<file path="src/rtl/mem_arbiter.sv">
// Round-robin arbiter sharing one single-port memory between the CPU memory
// port and an external loader/debug port. One access is outstanding at a time.
// Every handshake output is registered; request inputs never reach a grant
// through combinational logic.
module mem_arbiter #(
  parameter int unsigned AW      = 5,
  parameter int unsigned DW      = 8,
  parameter int unsigned MEM_LAT = 1   // 1..3 cycles from mem_en to mem_rdata
) (
  input  logic          clk,
  input  logic          rst,
  // CPU controller port
  input  logic          cpu_req,
  input  logic          cpu_we,
  input  logic [AW-1:0] cpu_addr,
  input  logic [DW-1:0] cpu_wdata,
  output logic          cpu_gnt,
  output logic          cpu_rvalid,
  output logic [DW-1:0] cpu_rdata,
  // External loader/debug port
  input  logic          ext_req,
  input  logic          ext_we,
  input  logic [AW-1:0] ext_addr,
  input  logic [DW-1:0] ext_wdata,
  output logic          ext_gnt,
  output logic          ext_rvalid,
  output logic [DW-1:0] ext_rdata,
  // Memory macro
  output logic          mem_en,
  output logic          mem_we,
  output logic [AW-1:0] mem_addr,
  output logic [DW-1:0] mem_wdata,
  input  logic [DW-1:0] mem_rdata
);

  typedef enum logic [1:0] {StIdle, StIssue, StWait, StResp} state_e;

  localparam logic [1:0] LatInit = 2'(MEM_LAT);

  state_e        state_q;
  logic          win_ext_q;    // winner of the access in flight
  logic          last_ext_q;   // last granted port, 1 = ext
  logic          we_q;
  logic [1:0]    cnt_q;
  logic [AW-1:0] addr_q;
  logic [DW-1:0] wdata_q;
  logic [DW-1:0] cpu_rdata_q, ext_rdata_q;
  logic          cpu_gnt_q, ext_gnt_q, cpu_rvalid_q, ext_rvalid_q;
  logic          mem_en_q, mem_we_q;

  logic          pick_ext;
  logic          sel_we;
  logic [AW-1:0] sel_addr;
  logic [DW-1:0] sel_wdata;

  // Winner select: a lone requester wins, a tie goes to the port not granted last.
  always_comb begin
    pick_ext  = ext_req && (!cpu_req || !last_ext_q);
    sel_we    = pick_ext ? ext_we    : cpu_we;
    sel_addr  = pick_ext ? ext_addr  : cpu_addr;
    sel_wdata = pick_ext ? ext_wdata : cpu_wdata;
  end

  // Access FSM; strobes default low so they only pulse for one cycle.
  always_ff @(posedge clk) begin
    if (rst) begin
      state_q      <= StIdle;
      win_ext_q    <= 1'b0;
      last_ext_q   <= 1'b1;  // CPU wins the first tie
      we_q         <= 1'b0;
      cnt_q        <= 2'd0;
      addr_q       <= '0;
      wdata_q      <= '0;
      cpu_rdata_q  <= '0;
      ext_rdata_q  <= '0;
      cpu_gnt_q    <= 1'b0;
      ext_gnt_q    <= 1'b0;
      cpu_rvalid_q <= 1'b0;
      ext_rvalid_q <= 1'b0;
      mem_en_q     <= 1'b0;
      mem_we_q     <= 1'b0;
    end else begin
      cpu_gnt_q    <= 1'b0;
      ext_gnt_q    <= 1'b0;
      cpu_rvalid_q <= 1'b0;
      ext_rvalid_q <= 1'b0;
      mem_en_q     <= 1'b0;
      mem_we_q     <= 1'b0;
      unique case (state_q)
        StIdle: begin
          if (cpu_req || ext_req) begin
            win_ext_q <= pick_ext;
            we_q      <= sel_we;
            addr_q    <= sel_addr;
            wdata_q   <= sel_wdata;
            mem_en_q  <= 1'b1;
            mem_we_q  <= sel_we;
            cpu_gnt_q <= !pick_ext;
            ext_gnt_q <= pick_ext;
            state_q   <= StIssue;
          end
        end
        StIssue: begin
          last_ext_q <= win_ext_q;
          if (we_q) begin
            state_q <= StIdle;
          end else begin
            cnt_q   <= LatInit;
            state_q <= StWait;
          end
        end
        StWait: begin
          if (cnt_q == 2'd1) begin
            if (win_ext_q) begin
              ext_rdata_q  <= mem_rdata;
              ext_rvalid_q <= 1'b1;
            end else begin
              cpu_rdata_q  <= mem_rdata;
              cpu_rvalid_q <= 1'b1;
            end
            state_q <= StResp;
          end else begin
            cnt_q <= cnt_q - 2'd1;
          end
        end
        StResp: begin
          state_q <= StIdle;
        end
        default: begin
          state_q <= StIdle;
        end
      endcase
    end
  end

  // Outputs come straight from registers.
  always_comb begin
    cpu_gnt    = cpu_gnt_q;
    ext_gnt    = ext_gnt_q;
    cpu_rvalid = cpu_rvalid_q;
    ext_rvalid = ext_rvalid_q;
    cpu_rdata  = cpu_rdata_q;
    ext_rdata  = ext_rdata_q;
    mem_en     = mem_en_q;
    mem_we     = mem_we_q;
    mem_addr   = addr_q;
    mem_wdata  = wdata_q;
  end

endmodule

</file>
<file path="config.mk">
export PLATFORM = sky130hd
export DESIGN_NAME = mem_arbiter
export DESIGN_NICKNAME = d
export VERILOG_FILES = /design/src/rtl/mem_arbiter.sv
export SDC_FILE = /design/constraint.sdc
export NUM_CORES = 1
export LEC_CHECK = 0
export BUFFER_PORTS_ARGS = -buffer_cell sky130_fd_sc_hd__buf_2
export CORE_UTILIZATION = 42
export DETAILED_ROUTE_END_ITERATION = 10
export PLACE_DENSITY = 0.75
export SYNTH_ARGS = -nofsm -noshare
export SYNTH_HDL_FRONTEND = slang
export SYNTH_SLANG_ARGS = --single-unit
</file>
<file path="constraint.sdc">
create_clock -name clk -period 1.1 [get_ports clk]
set_input_delay 0.33 -clock clk [delete_from_list [all_inputs] [get_ports clk]]
set_output_delay 0.33 -clock clk [all_outputs]
set_load 0.1 [all_outputs]
</file>
==> flow_summary.ini <==
[floorplanning]
die_h_um = 67.3
coreArea_um2 = 4060
initial_core_util_pct = 44.2
rows = 23
ios = 75
die_area_um2 = 4530
die_w_um = 67.3

[clock_tree]
insertion_delay_ns = 0.32
cts.htree.levels = 2
cts_hold_buffers = 0
root_buffer = clkbuf_8
path_clk_slew_ns = 0.09
cts_made_buffers = 5
clock_sinks = 42
clockBufferDepth = 2
cts_tree = yes

[setup_path]
worstPathCellList = buf_6, nor2_8, buf_12, buf_12, a21oi_2, a311oi_1
r2r-end = mem_wdata[3]
required_ns = 1.31
cp_max_fo = 6
crit_slowest_cell = dfxtp_4
crit_top_cell = buf_12
r2r_cells = 6
reg2reg_from = state_q[0]
start_kind = register
cp-end-kind = register
cpPeakStageDelay_ns = 0.36
crit_type = register to register
reg2reg_slack_ns = -0.17
crit_arrival_ns = 1.48

[synth]
netlist_area_um2 = 1790
syn_inst = 201
synth_edf_count = 0
ys_top_cells_by_area = dfxtp_1, nand2_1, a21oi_1
synth_xor_area_share_pct = 0
synth_compound_area_share_pct = 23.0
synth_top_flop_cell = dfxtp_1
synth_top_family_by_area = compound AO/OA/AOI/OAI gates
ys_seq_area_share_pct = 46.9
synth_top_area_share_pct = 46.9
synth_area_leader_cell = dfxtp_1
synthSimpleGateAreaFrac_pct = 21.9
ys_warn_count = 0
synth.avg_cell_area_um2 = 8.92
ys_ff_latch = 42
async_reset_ff_share_pct = 0
synth_fp_nets = 242
muxShareOfSynthArea_pct = 1.12
ys_types = 38
synthAdderAreaFrac_pct = 0.698

[placed_design]
dpl.hpwl_um = 3490
dpl.cell_count = 332
port_buffers = 74
gp_congestion = 0.775

[grt]
grt_max_degree = 25
grt-ovfl-total = 0
antenna_found_initial = 0
grt.total_usage_pct = 29.5
grt_pass1_wl_um = 9530
grt_pass1_vias = 1987

[final_layout]
n_antenna_cell = 0
synthToLayoutAreaGrowth_pct = 103
fin_cells = 373
finalNetCount = 363
postLayoutCoreUtil_pct = 89.7
nFillCells = 144
final_layout_size_suffix_gt1_share_pct = 75.9
most-common-layout-cells = nand2_1, buf_12, buf_4
final_common_cell = nand2_1

[drt]
wl_um = 7380
drc_errors = 0
avgViaCountPerCell = 5.52
vias = 2059
firstDrtPassIters = 4
ant_nets = 0
drt_iter0_markers = 106
routedWlPerCell_um = 19.8

[timing]
slew_violations = 0
clock.fmax_mhz = 789
post-route-min-period_ns = 1.27
fin_crit_sh_pct = 115
setup_violations = 73
final-hold-violation-count = 0
holdWs_ns = 0.270
fin_ws_ns = -0.168
finClkSkew_ns = 0.0108
worst_slew_margin_rel_pct = 80.7
rsz0062_at_grt = true
tightest_slew_ns = 0.289

[power]
p_leak_nw = 1.48
powerDensity_nw_per_um2 = 1560
p_clk_share_pct = 26.6
switching_power_mw = 2.08
combPwrFrac_pct = 41.4
swShare_pct = 36.5
peakVddDrop_mv = 1.23
intPower_mw = 3.62
seqPwrFrac_pct = 32.0

[hold_path]
min_to = mem_wdata[6]
hp-start = cpu_wdata[6]
hp-class = input port to register
holdPathStages = 3

[outcome]
violations = setup timing
status = finished, violations left

[job]
max-cap-violations = 0
cells in the mapped netlist, drive strengths merged, types with 2 or more instances:
| library cell | number |
|---|---|
| nor2 | 6 |
| nor3 | 6 |
| a311oi | 13 |
| a21oi | 32 |
| nand2b | 2 |
| nor2b | 3 |
| clkbuf | 6 |
| mux2i | 2 |
| dfxtp | 42 |
| buf | 11 |
| nand2 | 59 |
cell type report:
class | instances | area, µm² | share of cell area, %
clock buffer | 5 | 68.8 | 1.89
inverter | 1 | 3.75 | 0.103
multi-input combinational | 141 | 1070 | 29.4
sequential | 42 | 908 | 24.9
tap | 50 | 62.6 | 1.72
timing repair buffer | 131 | 1460 | 40.0
clock inverter | 3 | 68.8 | 1.89
cell families after synthesis:
logic type               count (synthesis)
buffers and inverters                   18
adder cells (fa/ha/maj)                  1
AO/OA/AOI/OAI                           55
AND/OR/NAND/NOR                         83
flip-flops                              42
multiplexers                             2
power by group through the flow:
stage	Combinational [mW]	Clock [mW]	Sequential (mW)
finish	2.36	1.51	1.83
global route	2.43	1.58	1.84
global placement	1.80	0	1.84
detailed placement	1.84	0	1.84
floorplan	0.553	0	2.44
CTS	2.19	1.48	1.81
per-layer routing:
metal	vias to the layer above	share of wire, %	GRT usage (%)
met5	-	0	0
met4	0	4.0	16.8
met3	24	5.8	10.3
met2	96	55	54.3
met1	997	35	28.3
li1	942	-	-
state kept, by name, indices dropped and copies added, names as in the netlist, named ones only:
name,count
cpu_rvalid,1
mem_en,1
cnt_q,2
state_q,1
ext_rvalid,1
we_q,1
mem_wdata,8
ext_gnt,1
last_ext_q,1
cpu_gnt,1
mem_we,1
win_ext_q,1
ext_rdata,8
cpu_rdata,8
mem_addr,5
worst max path at each step:
| stage | from | end | cells after the start |
|---|---|---|---|
| after floorplan | cpu_req | mem_addr[0] | 5 |
| after global placement | cpu_req | mem_addr[2] | 4 |
| after detailed placement | cpu_req | mem_addr[3] | 4 |
| after CTS | cpu_rdata[1] | cpu_rdata[1] | 1 |
| after global routing | state_q[0] | mem_wdata[3] | 6 |
| final | state_q[0] | mem_wdata[3] | 6 |
per-stage QoR:
stage	instance area [µm²]	TNS (ns)	power, mW	setup slack, ns
final	3640	-6.10	5.70	-0.168
after global routing	3640	-7.96	5.85	-0.207
after CTS	3460	-4.07	5.48	-0.0894
after detailed placement	2960	-8.40	3.68	-0.378
after global placement	2960	-6.81	3.64	-0.330
after floorplan	1900	-0.906	3.00	-0.0495
critical path, delay by kind of cell (launching register included):
family,cells,cell delay [ns]
simple gates,1,0.14
buf+inv,3,0.38
flops,1,0.36
compound gates,2,0.29
repair_timing:
action	4_1_cts	5_1_grt
pin swaps	28	16
setup endpoints to repair	72	73
gates cloned	1	0
buffers inserted	21	12
resized for setup	43	30
Power figures use the tool's default switching activity.
